$ cat config.mk
export PLATFORM = sky130hd
export DESIGN_NAME = product
export DESIGN_NICKNAME = d
export VERILOG_FILES = /design/src/rtl/product_pkg.sv /design/src/rtl/product_csa_3to2.sv /design/src/rtl/product.sv
export SDC_FILE = /design/constraint.sdc
export NUM_CORES = 2
export LEC_CHECK = 0
export CAP_MARGIN = 20
export CORE_UTILIZATION = 55
export CTS_BUF_LIST = sky130_fd_sc_hd__clkbuf_16
export DETAILED_ROUTE_END_ITERATION = 7
export GPL_ROUTABILITY_DRIVEN = 0
export PLACE_DENSITY = 0.74
export SLEW_MARGIN = 0
export SYNTH_ARGS = -nofsm -noshare
export SYNTH_HDL_FRONTEND = slang
export SYNTH_SLANG_ARGS = --single-unit
$ cat constraint.sdc
create_clock -name clk -period 10.9 [get_ports clk]
set_input_delay 2.18 -clock clk [delete_from_list [all_inputs] [get_ports clk]]
set_output_delay 2.18 -clock clk [all_outputs]
set_load 0.05 [all_outputs]
$ cat src/rtl/product_pkg.sv
// Shared types and constants for the mantissa product stage.
// - MANT_W / PROD_W : operand and product widths
// - STAGES          : fixed pipeline depth (operand sample -> registered sum)
// - rows_at()       : rows remaining after a given number of 3:2 tree levels
// - tree_levels()   : number of 3:2 levels needed to reach two rows
package product_pkg;

  localparam int MANT_W = 24;
  localparam int PROD_W = 2 * MANT_W;
  localparam int STAGES = 2;

  typedef logic [MANT_W-1:0] mant_t;
  typedef logic [PROD_W-1:0] prod_t;

  // Each level turns every full group of three rows into two and passes
  // any leftover rows straight through.
  function automatic int rows_at(input int lvl);
    int n;
    n = MANT_W;
    for (int i = 0; i < lvl; i++) n = (n / 3) * 2 + (n % 3);
    return n;
  endfunction

  function automatic int tree_levels();
    int n;
    int l;
    n = MANT_W;
    l = 0;
    while (n > 2) begin
      n = (n / 3) * 2 + (n % 3);
      l++;
    end
    return l;
  endfunction

endpackage

$ cat src/rtl/product_csa_3to2.sv
// Carry-save 3:2 compressor, bitwise over W bits.
// - a, b, c : three addends
// - s       : a ^ b ^ c
// - cy      : majority(a, b, c) shifted up one bit; the carry out of the MSB
//             is dropped, which is exact because the full product fits in W bits
module csa_3to2 #(
  parameter int W = 48
) (
  input  logic [W-1:0] a,
  input  logic [W-1:0] b,
  input  logic [W-1:0] c,
  output logic [W-1:0] s,
  output logic [W-1:0] cy
);

  assign s  = a ^ b ^ c;
  assign cy = {(a[W-2:0] & b[W-2:0]) | (a[W-2:0] & c[W-2:0]) | (b[W-2:0] & c[W-2:0]), 1'b0};

endmodule

$ cat src/rtl/product.sv
// Unsigned 24x24 -> 48-bit pipelined mantissa multiplier (significand product
// of the FP multiply datapath). One operand pair per clock, result two clocks
// later, no rounding or normalisation.
// - clk       : rising-edge clock
// - rst       : synchronous, active-high; clears every pipeline register
// - in_valid  : qualifies min/q this cycle (only steers out_valid)
// - min, q    : multiplicand / multiplier, hidden bit included
// - out_valid : sum holds a valid product
// - sum       : min*q from two clocks earlier, registered
module product
  import product_pkg::*;
(
  input  logic              clk,
  input  logic              rst,
  input  logic              in_valid,
  input  logic [MANT_W-1:0] min,
  input  logic [MANT_W-1:0] q,
  output logic              out_valid,
  output logic [PROD_W-1:0] sum
);

  localparam int WIDTH   = MANT_W;
  localparam int LATENCY = STAGES;
  localparam int LVLS    = tree_levels();

  // tree[l][r] is row r after l compressor levels; rows beyond the live count
  // at each level are tied to zero so every element has exactly one driver.
  prod_t tree [0:LVLS][0:WIDTH-1];

  for (genvar r = 0; r < WIDTH; r++) begin : g_pp
    assign tree[0][r] = {{WIDTH{1'b0}}, min & {WIDTH{q[r]}}} << r;
  end

  for (genvar l = 0; l < LVLS; l++) begin : g_lvl
    localparam int N = rows_at(l);
    localparam int M = rows_at(l + 1);
    localparam int G = N / 3;

    for (genvar g = 0; g < G; g++) begin : g_csa
      csa_3to2 #(.W(PROD_W)) u_csa (
        .a  (tree[l][3*g]),
        .b  (tree[l][3*g+1]),
        .c  (tree[l][3*g+2]),
        .s  (tree[l+1][2*g]),
        .cy (tree[l+1][2*g+1])
      );
    end

    for (genvar r = 0; r < N % 3; r++) begin : g_pass
      assign tree[l+1][2*G+r] = tree[l][3*G+r];
    end

    for (genvar r = M; r < WIDTH; r++) begin : g_zero
      assign tree[l+1][r] = '0;
    end
  end

  prod_t              s_q, c_q;
  logic [LATENCY:1]   vld_pipe;

  // Operands are multiplied unconditionally; in_valid only rides alongside.
  always_ff @(posedge clk) begin
    if (rst) begin
      s_q      <= '0;
      c_q      <= '0;
      sum      <= '0;
      vld_pipe <= '0;
    end else begin
      s_q      <= tree[LVLS][0];
      c_q      <= tree[LVLS][1];
      sum      <= s_q + c_q;
      vld_pipe <= {vld_pipe[LATENCY-1:1], in_valid};
    end
  end

  assign out_valid = vld_pipe[LATENCY];

endmodule

==> reports/summary.md <==
The number of synthesized flops with an enable pin is 0. Pin placement for this block handled 100 I/O pins. With fillers left out, the area of the finished cells amounts to 23900 µm². The antenna diode count was 0; the maximum buffer depth of the clock tree was 2. The run gives 0 as the number of antenna violations at the first check in global routing. Once detail routing completed, the nets flagged for antenna violations numbered 0.

In this run, CTS created clock tree buffers numbering 17. The post-synthesis instance area was 22000 µm². Source of the worst register-to-register timing path: s_q[8]$_SDFF_PP0_. Wires add up to 53800 µm. In this run the static leakage power is 11.4 nW.

The tools report the final count of pins violating max slew as 0. The final worst-path cycle share was 67.5%. The count of buffers from port buffering is 99.

After detailed routing, the number of remaining DRC violations is 0. The run gives 1187 as the number of DRC violations after detailed-routing iteration 0. The tools report the critical path launch point type as an input port. The max-slew headroom at the worst pin is 20.0%. The net count of the finished layout is 3041. The switching power as a share of total power works out to 47.8%. The area growth from synthesis to layout is 8.79%, and the worst setup skew after layout is 0.00811 ns.

The setup path with the least slack is of type in -> reg. For the pin with the worst max-slew slack, the measured transition is 1.20 ns. The run finished with clean final reports. sky130_fd_sc_hd__fa_1 is the most common cell in the netlist.

The leftover overflow at the end of global routing is 0. The design draws 6.10 mW. The cell depth of the worst flop-to-flop path was 10; the clock period minus final worst setup slack was 7.35 ns. Clock-pin slew was measured on the worst setup and hold paths at 0.06 ns. The die covers 40800 µm². Row count: 72. The hold violation count in the final report was 0. The fraction of registers with async set/reset is 0%, and the number of warnings issued by yosys is 0. The overall global routing resource usage was 27.9%.

At the later pin of the worst-skew pair, clock insertion delay measures 0.43 ns. The beginning of the worst hold path is s_q[0]$_SDFF_PP0_. The tools report the sink count of the clock tree as 138. In this run the horizontal extent of the chip is 202 µm. The hold path depth is 1. The tools report the number of max-cap violations as 0.

The via density per instance is 5.39. Combinational logic is responsible for 78.3% of the overall power. The logs give 55 for the number of distinct library cell variants in the gate-level netlist after synthesis and 11.17 ns for the data required time of the worst path.

By area the synthesized netlist is led by sky130_fd_sc_hd__fa_1 44%, sky130_fd_sc_hd__dfxtp_1 13%, sky130_fd_sc_hd__and2_1 9.1%. The total of endpoints with negative setup slack in the final report is 0. For this run, the leading register cell type out of synthesis is sky130_fd_sc_hd__dfxtp_1. For the CTS H-tree depth, the log shows 4.

The worst register-to-register path ends at sum[46]$_SDFF_PP0_. In this run, synthesis produced a sequential element count of 138. STA classifies the critical path endpoint as a flip-flop. Adding up every negative setup slack in the final design gives 0 ns. Hold repair after CTS inserted 0 buffers.

After synthesis, the mean cell area works out to 9.35 µm². Setup repair after global routing left no endpoint under its margin. The cell type with the largest total area after synthesis is sky130_fd_sc_hd__fa_1.

The proportion of netlist area held by the largest area contributor is 44.5%, and the maximum ir drop on the vdd rail is 0.171 mV. The post-synthesis net count came out at 3035. Entering global routing, the biggest net connects 100 pins. TritonCTS built the clock tree.

The post-detailed-placement half-perimeter wirelength was 41100 µm. For flop-to-flop paths, the worst setup slack is 7.90 ns. Dividing total power by cell area gives a power density of 255 nW/µm². Before antenna repair, the detailed router went through 6 iterations. The root cell of the clock tree was sky130_fd_sc_hd__clkbuf_16.

Cell internal power was estimated by the tool at 3.18 mW. Sequential cells account for 12.5% of the total power. Once placement finished, the instance area stood at 23200 µm². The run gives 16.8k as the via count of the first global-routing pass. The endpoint of the worst hold path is sum[0]$_SDFF_PP0_. The tools report the core footprint as 39000 µm². The tools report the arrival time at the worst endpoint as 7.62 ns.

The initial cell density of the core was 56.4%; the number of resized instances in the post-cts repair step was 0. The type of the most critical hold path was reg -> reg. After detailed routing, the average wire length per cell comes to 18.6 µm.

The logs give 12.6% for the proportion of synthesized chip area in sequential cells and 2.92 mW for the switching power of the nets. The first global-routing pass estimated 88500 µm of wire. The largest fanout of any net on the critical path was 24. The logs give 15.6k for the via count of the routed design and 136 MHz for the achievable clock frequency.

The post-route netlist has 2.53% of its cells at a drive strength greater than 1. For the fraction of power consumed by the clock network, the log shows 9.2%. Sorting the synthesized cells by how often they occur yields 489 x sky130_fd_sc_hd__fa_1, 464 x sky130_fd_sc_hd__inv_1, 321 x sky130_fd_sc_hd__and2_1.

The die height works out to 202 µm. In this run the post-CTS setup repair buffer count came out at 0. After technology mapping, the gate count stands at 2354.
-- cell type report --
cell class | count | area (µm²)
Sequential cell | 138 | 2760
Inverter | 464 | 1740
Fill cell | 3255 | 15100
Clock buffer | 17 | 425
Timing Repair Buffer | 116 | 1200
Clock inverter | 15 | 153
Tap cell | 518 | 648
Multi-Input combinational cell | 1623 | 17000
-- cells in the final DEF (no fill, tap or decap), types with 3 or more instances in the layout --
cell type | Yosys | final
sky130_fd_sc_hd__fa_1 | 489 | 489
sky130_fd_sc_hd__inv_1 | 464 | 466
sky130_fd_sc_hd__and2_1 | 321 | 321
sky130_fd_sc_hd__nand2_1 | 299 | 299
sky130_fd_sc_hd__ha_1 | 141 | 141
sky130_fd_sc_hd__dfxtp_1 | 138 | 138
sky130_fd_sc_hd__nor2b_1 | 106 | 106
sky130_fd_sc_hd__clkdlybuf4s50_1 | 0 | 98
sky130_fd_sc_hd__nor2_1 | 54 | 54
sky130_fd_sc_hd__a21oi_1 | 45 | 45
sky130_fd_sc_hd__o21ai_0 | 23 | 23
sky130_fd_sc_hd__a21o_1 | 19 | 19
sky130_fd_sc_hd__clkbuf_16 | 0 | 18
sky130_fd_sc_hd__xnor2_1 | 17 | 17
sky130_fd_sc_hd__nand4_1 | 16 | 16
sky130_fd_sc_hd__nor3_1 | 10 | 10
sky130_fd_sc_hd__buf_4 | 0 | 10
sky130_fd_sc_hd__nand3_1 | 7 | 7
sky130_fd_sc_hd__xor2_1 | 7 | 7
sky130_fd_sc_hd__o21a_1 | 6 | 6
sky130_fd_sc_hd__mux2_2 | 6 | 6
sky130_fd_sc_hd__buf_8 | 0 | 6
sky130_fd_sc_hd__o211ai_1 | 5 | 5
sky130_fd_sc_hd__o21bai_1 | 5 | 5
sky130_fd_sc_hd__clkinvlp_4 | 0 | 5
sky130_fd_sc_hd__a211oi_1 | 4 | 4
sky130_fd_sc_hd__o22ai_1 | 3 | 3
sky130_fd_sc_hd__and4_1 | 3 | 3
sky130_fd_sc_hd__nand3b_1 | 3 | 3
sky130_fd_sc_hd__inv_6 | 0 | 3
-- power groups by stage --
stage	registers (mW)	logic, mW	clock network [mW]
final	0.762	4.77	0.560
after global routing	0.776	5.50	0.592
after CTS	0.763	4.76	0.570
after detailed placement	0.773	4.73	0
after global placement	0.772	4.53	0
after floorplan	0.951	3.17	0
-- registers in the layout (all words and copies together), names as in the netlist --
signal,count
s_q,48
sum,48
vld_pipe,2
c_q,40
-- worst max-delay path by stage --
stage / end / startpoint
after global placement: c_q[31]$_SDFF_PP0_ / min[6]
after detailed placement: s_q[31]$_SDFF_PP0_ / q[19]
after global routing: s_q[31]$_SDFF_PP0_ / q[22]
after CTS: s_q[27]$_SDFF_PP0_ / q[20]
after floorplan: s_q[32]$_SDFF_PP0_ / q[23]
final: s_q[27]$_SDFF_PP0_ / q[20]
-- cells by family after synthesis --
group | Yosys count | synth area share [%]
buffers and inverters | 593 | 10.1
muxes | 8 | 0.404
and+or+nand+nor | 829 | 19.6
adders and majority gates | 630 | 52.5
DFF | 138 | 12.6
xor gates and xnor gates | 24 | 0.955
AOI/OAI and AO/OA | 132 | 3.83
-- layer usage --
| layer | part of all wire [%] | global-route usage (%) |
|---|---|---|
| met4 | 1.3 | 6.36 |
| met5 | 0 | 0 |
| met2 | 45 | 43.7 |
| met3 | 10 | 5.85 |
| met1 | 44 | 39.8 |
-- critical path: stages --
cell and delay (ns):
sky130_fd_sc_hd__clkdlybuf4s50_1 1.26, sky130_fd_sc_hd__nand2_1 0.23, sky130_fd_sc_hd__fa_1 0.58, sky130_fd_sc_hd__inv_1 0.05, sky130_fd_sc_hd__fa_1 0.48, sky130_fd_sc_hd__inv_1 0.06, sky130_fd_sc_hd__fa_1 0.54, sky130_fd_sc_hd__inv_1 0.06
sky130_fd_sc_hd__fa_1 0.51, sky130_fd_sc_hd__inv_1 0.06, sky130_fd_sc_hd__fa_1 0.50, sky130_fd_sc_hd__fa_1 0.49, sky130_fd_sc_hd__inv_1 0.05, sky130_fd_sc_hd__fa_1 0.41, sky130_fd_sc_hd__nor2b_1 0.14
-- through the flow --
step / setup WS, ns / util [%] / hold slack [ns] / instances
detailed placement: 3.18 / 59.5 / 0.427 / 2851
finish: 3.55 / 61.4 / 0.442 / 2891
floorplan: 4.41 / - / 0.414 / 2354
global route: 3.35 / 61.4 / 0.455 / 2891
CTS: 3.58 / 61.0 / 0.445 / 2883
global placement: 3.27 / 59.5 / 0.419 / 2851
No activity file was read; power rests on OpenSTA's default activity.
==> patch 1: new RTL, config.mk and constraints unchanged <==
`MANT_W`: 24 -> 12.
--- a/src/rtl/product_pkg.sv
+++ b/src/rtl/product_pkg.sv
@@ -5,7 +5,7 @@
 // - tree_levels()   : number of 3:2 levels needed to reach two rows
 package product_pkg;
 
-  localparam int MANT_W = 24;
+  localparam int MANT_W = 12;
   localparam int PROD_W = 2 * MANT_W;
   localparam int STAGES = 2;
 
Interface: changed (resized min, q and sum); port bits go from 100 to 52. The function was not compared with the original's and may differ.
==> patch 1 against the unedited design <==
  * Count of clock-buffer cells in the layout shrank 8
  * Sequential cell count shrank 70
  * Cell count is 71% lower
  * Worst setup slack improved by 1700 ps
  * Cell area down 70%
  * First-iteration DRC count shrank 90%
  * Routed wire length shrank 77%
  * Largest cell class unchanged
  * Critical path depth down 5
  * Power down 78%
  * Area after synthesis shrank 71%
==> patch 1: results (changes against the unedited design) <==
<table>
<tr><th>Metric</th><th>Value</th></tr>
<tr><th colspan="2">Global route</th></tr>
<tr><td>Total GRT Usage</td><td>23.38% (-4.5 points)</td></tr>
<tr><td>Maximum number of pins on one net before global-route repair</td><td>70 (-30%)</td></tr>
<tr><td>First-pass GRT wire length</td><td>21.21 mm (-76%)</td></tr>
<tr><th colspan="2">CTS</th></tr>
<tr><td>H-tree levels</td><td>3 (-1)</td></tr>
<tr><td>Clock latency on the worst-skew pair</td><td>330 ps (-100 ps)</td></tr>
<tr><th colspan="2">Critical path</th></tr>
<tr><td>Startpoint of the lowest-slack register-to-register path</td><td>s_q[6]</td></tr>
<tr><td>Worst r2r dst</td><td>sum[22]</td></tr>
<tr><td>CP startpoint</td><td>q[7]</td></tr>
<tr><td>Reg2Reg Depth</td><td>9 (-1)</td></tr>
<tr><th colspan="2">Final layout</th></tr>
<tr><td>Fill count</td><td>956 (-71%)</td></tr>
<tr><td>Share of cells above drive strength 1</td><td>3.314% (+0.79 points)</td></tr>
<tr><td>Final cell count without fillers</td><td>834 (-71%)</td></tr>
<tr><th colspan="2">Pwr</th></tr>
<tr><td>Logic power comb</td><td>0.000694 W (-85%)</td></tr>
<tr><td>Worst vdd rail ir drop</td><td>0.1469 mV (-14%)</td></tr>
<tr><th colspan="2">Placed design</th></tr>
<tr><td>Port-buffer cells</td><td>51 (-48%)</td></tr>
<tr><td>Half-perimeter wire length after detailed placement</td><td>10.00 mm (-76%)</td></tr>
<tr><th colspan="2">Yosys</th></tr>
<tr><td>Share of synthesized area occupied by flip-flops and latches</td><td>21.36% (+8.8 points)</td></tr>
<tr><td>Complex-gate fraction of the synthesized area</td><td>5.007% (+1.2 points)</td></tr>
<tr><td>Most common library cells after synthesis</td><td>sky130_fd_sc_hd__and2_1 (117), sky130_fd_sc_hd__fa_1 (103), sky130_fd_sc_hd__inv_1 (92)</td></tr>
<tr><td>Area share of xor/xnor cells in the synthesized design</td><td>1.512% (+0.56 points)</td></tr>
<tr><td>Synth area leaders</td><td>sky130_fd_sc_hd__fa_1 (32%), sky130_fd_sc_hd__dfxtp_1 (21%), sky130_fd_sc_hd__and2_1 (11%)</td></tr>
<tr><td>Multiplexer fraction of the synthesized cell area</td><td>0.1767% (-0.23 points)</td></tr>
<tr><th colspan="2">Routing</th></tr>
<tr><td>Initial detailed-routing violation count</td><td>119 (-90%)</td></tr>
<tr><td>Number of iterations in the first detailed-routing pass</td><td>4 (-2)</td></tr>
<tr><td>Total length of routed wires</td><td>12.48 mm (-77%)</td></tr>
<tr><td>DRT met1 WL</td><td>5.626 mm (-76%)</td></tr>
<tr><th colspan="2">Run status</th></tr>
<tr><td>Status</td><td>finished clean</td></tr>
<tr><th colspan="2">Timing</th></tr>
<tr><td>Worst Skew</td><td>5.765 ps (-2.343 ps)</td></tr>
</table>
==> patch 1: cell types whose count changed in the layout (fill, tap and decap cells not counted), sizes merged, moves of 28 or more <==
cell	change
and2	-204
ha	-90
clkdlybuf4s50	-48
fa	-386
nor2	-33
inv	-376
a21oi	-28
nand2	-256
nor2b	-54
dfxtp	-70
==> patch 1: worst min path at each step <==
stage,slack (ps),startpoint,end
finish,430,s_q[4],sum[4]
global route,450,s_q[5],sum[5]
CTS,440,s_q[4],sum[4]
detailed placement,420,s_q[5],sum[5]
global placement,420,vld_pipe[1],vld_pipe[2]
floorplan,410,s_q[0],sum[0]
==> patch 1: layer usage <==
metal	GRT usage, %	up-vias
met2	40.57	112
li1	-	2067
met5	0	-
met1	29.46	2098
met3	4.031	15
met4	8.095	0
==> patch 1: worst max-delay path: cells and delay by family <==
family	cells	cell delay, ps
fa+ha+maj	5	2420
buf+inv	3	770
simple gates	2	440
==> patch 1: layout make-up <==
cell class	count	area share, %
clock buffers	9	3.101
clock inverters	7	1.378
inverters	92	4.755
multi-input cells	466	62.38
flip-flops and latches	68	18.74
well taps	140	2.412
repair buffers	52	7.235
==> patch 1: per-stage QoR <==
| step | power [W] | setup slack (ps) | hold WS (ps) | area [um^2] | util (%) |
|---|---|---|---|---|---|
| final | 0.001333 | 5283 | 434.2 | 7263 | 65.56 |
| after global routing | 0.001457 | 5157 | 454.5 | 7263 | 65.56 |
| after CTS | 0.001346 | 5245 | 439.1 | 7243 | 65.38 |
| after detailed placement | 0.001035 | 4897 | 420.4 | 6918 | 62.45 |
| after global placement | 0.001007 | 4928 | 416.3 | 6918 | 62.45 |
| after floorplan | 0.0008540 | 5677 | 413.8 | 6372 | - |
==> patch 2: new RTL, same settings <==
Without the edit above. Make the reset (`rst`) asynchronous in one clocked block.
--- a/src/rtl/product.sv
+++ b/src/rtl/product.sv
@@ -59,7 +59,7 @@
   logic [LATENCY:1]   vld_pipe;
 
   // Operands are multiplied unconditionally; in_valid only rides alongside.
-  always_ff @(posedge clk) begin
+  always_ff @(posedge clk or posedge rst) begin
     if (rst) begin
       s_q      <= '0;
       c_q      <= '0;
Function: not settled (the Yosys comparison gave no result); the edit may change what the design does.
==> patch 2 against the unedited design <==
  * Cell area is 0.65% lower
  * Routed wire length is 0.62% lower
  * First-iteration DRC count is 17% lower
  * Area after synthesis is 1.3% lower
  * Worst setup slack better by 40 ps
  * Power is 9.0% higher
  * Sequential cell count stayed put
  * Register-to-register slack worse by 440 ps
  * Highest routed layer is now met5
==> patch 2: results (changes against the unedited design) <==
<table>
<tr><th>Metric</th><th>Value</th></tr>
<tr><th colspan="2">Pwr</th></tr>
<tr><td>Power density over cell area</td><td>279.4 mW/mm^2 (+9.7%)</td></tr>
<tr><td>Lkg Pwr</td><td>11.79 nW (+3.3%)</td></tr>
<tr><td>Worst vdd rail ir drop</td><td>0.1815 mV (+6.3%)</td></tr>
<tr><th colspan="2">Worst hold path</th></tr>
<tr><td>Hold Crit Depth</td><td>0 (-1)</td></tr>
<tr><th colspan="2">Yosys</th></tr>
<tr><td>Synth area leaders</td><td>sky130_fd_sc_hd__fa_1 (45%), sky130_fd_sc_hd__dfrtp_1 (16%), sky130_fd_sc_hd__and2_1 (9.3%)</td></tr>
<tr><td>Synth Net Count</td><td>2858 (-5.8%)</td></tr>
<tr><td>Avg Cell Area, Syn</td><td>9.973 um^2 (+6.7%)</td></tr>
<tr><td>Most common library cells after synthesis</td><td>sky130_fd_sc_hd__fa_1 (489), sky130_fd_sc_hd__inv_1 (467), sky130_fd_sc_hd__and2_1 (323)</td></tr>
<tr><td>Count of cell types in the netlist</td><td>48 (-13%)</td></tr>
<tr><td>Share of synthesized area occupied by flip-flops and latches</td><td>15.91% (+3.3 points)</td></tr>
<tr><th colspan="2">Critical path</th></tr>
<tr><td>Reg2Reg Depth</td><td>12 (+2)</td></tr>
<tr><td>Delay of the slowest critical-path stage</td><td>1260 ps (about the same)</td></tr>
<tr><td>Arrival time worst endpoint</td><td>7600 ps (-20 ps)</td></tr>
<tr><th colspan="2">Routing</th></tr>
<tr><td>Initial detailed-routing violation count</td><td>983 (-17%)</td></tr>
<tr><td>Routed vias</td><td>14903 (-4.3%)</td></tr>
<tr><td>Met3 layer wire length in the routed design</td><td>5.964 mm (+9.8%)</td></tr>
<tr><td>Amount of wire on met2 after detailed routing</td><td>24.70 mm (+2.0%)</td></tr>
<tr><td>DRT met1 WL</td><td>21.90 mm (-6.7%)</td></tr>
<tr><th colspan="2">Placed design</th></tr>
<tr><td>Pre-CTS WS</td><td>3205 ps (+25.03 ps)</td></tr>
<tr><td>Placed instance area</td><td>0.02308 mm^2 (-0.57%)</td></tr>
<tr><td>Half-perimeter wire length after detailed placement</td><td>40.77 mm (-0.88%)</td></tr>
<tr><th colspan="2">Global route</th></tr>
<tr><td>Via count of the first global-routing pass</td><td>16344 (-2.9%)</td></tr>
<tr><td>First-pass GRT wire length</td><td>86.95 mm (-1.7%)</td></tr>
<tr><td>Total GRT Usage</td><td>28.16% (+0.30 points)</td></tr>
<tr><th colspan="2">Final layout</th></tr>
<tr><td>Final cell count without fillers</td><td>2739 (-5.3%)</td></tr>
<tr><th colspan="2">Run status</th></tr>
<tr><td>Status</td><td>finished clean</td></tr>
<tr><th colspan="2">Timing</th></tr>
<tr><td>Actual slew at the worst max-slew pin</td><td>1196 ps (-0.7106 ps)</td></tr>
<tr><td>Worst Skew</td><td>6.982 ps (-1.126 ps)</td></tr>
</table>
## patch 2: changes by cell type in the layout (fill, tap and decap cells not counted), sizes merged, moves of 8 or more
cell | before | now
nor3 | 11 | 3
dfrtp | 0 | 138
nor2 | 54 | 25
nand2 | 299 | 286
nor2b | 106 | 4
nand4 | 16 | 6
dfxtp | 138 | 0
## patch 2: final timing paths
kind / endpoint / start / slack [ps]
worst max-delay path: s_q[27] / min[4] / 3580
worst min-delay path: sum[1] / s_q[1] / 350
worst max register to register: sum[44] / c_q[8] / 7460
worst min register to register: sum[1] / s_q[1] / 350
max in group asynchronous: c_q[13] / rst / 7420
min in group asynchronous: vld_pipe[2] / rst / 2180
## patch 2: power breakdown
group	leakage [nW]	switching [W]	internal [W]	total, W
combinational	9.83	0.00304	0.00211	0.00515
sequential	1.68	0.0000831	0.000846	0.000930
clock	0.272	0.000228	0.000336	0.000565
## patch 2: kinds of logic (layout without fill, tap and decap cells)
kind of cell	count (synthesis)	count (layout)	synth area share, %
adders and majority gates	630	630	53.21
muxes	1	1	0.04610
DFF	138	138	15.91
AOI/OAI and AO/OA	118	118	3.486
and+or+nand+nor	677	677	15.90
xor gates and xnor gates	37	37	1.493
buffers and inverters	576	620	9.958
## patch 2: layer usage
metal	global-route usage [%]	vias up
met4	6.734	4
met2	43.71	740
met5	1.905	-
met3	8.117	72
li1	-	6393
met1	39.14	7694
## patch 2: cell type report
cell class | instances | area share (%)
Multi-Input combinational cell | 1463 | 67.69
Sequential cell | 138 | 14.52
Inverter | 467 | 7.393
Timing Repair Buffer | 123 | 5.262
Tap cell | 518 | 2.726
Clock buffer | 17 | 1.789
Clock inverter | 13 | 0.6156
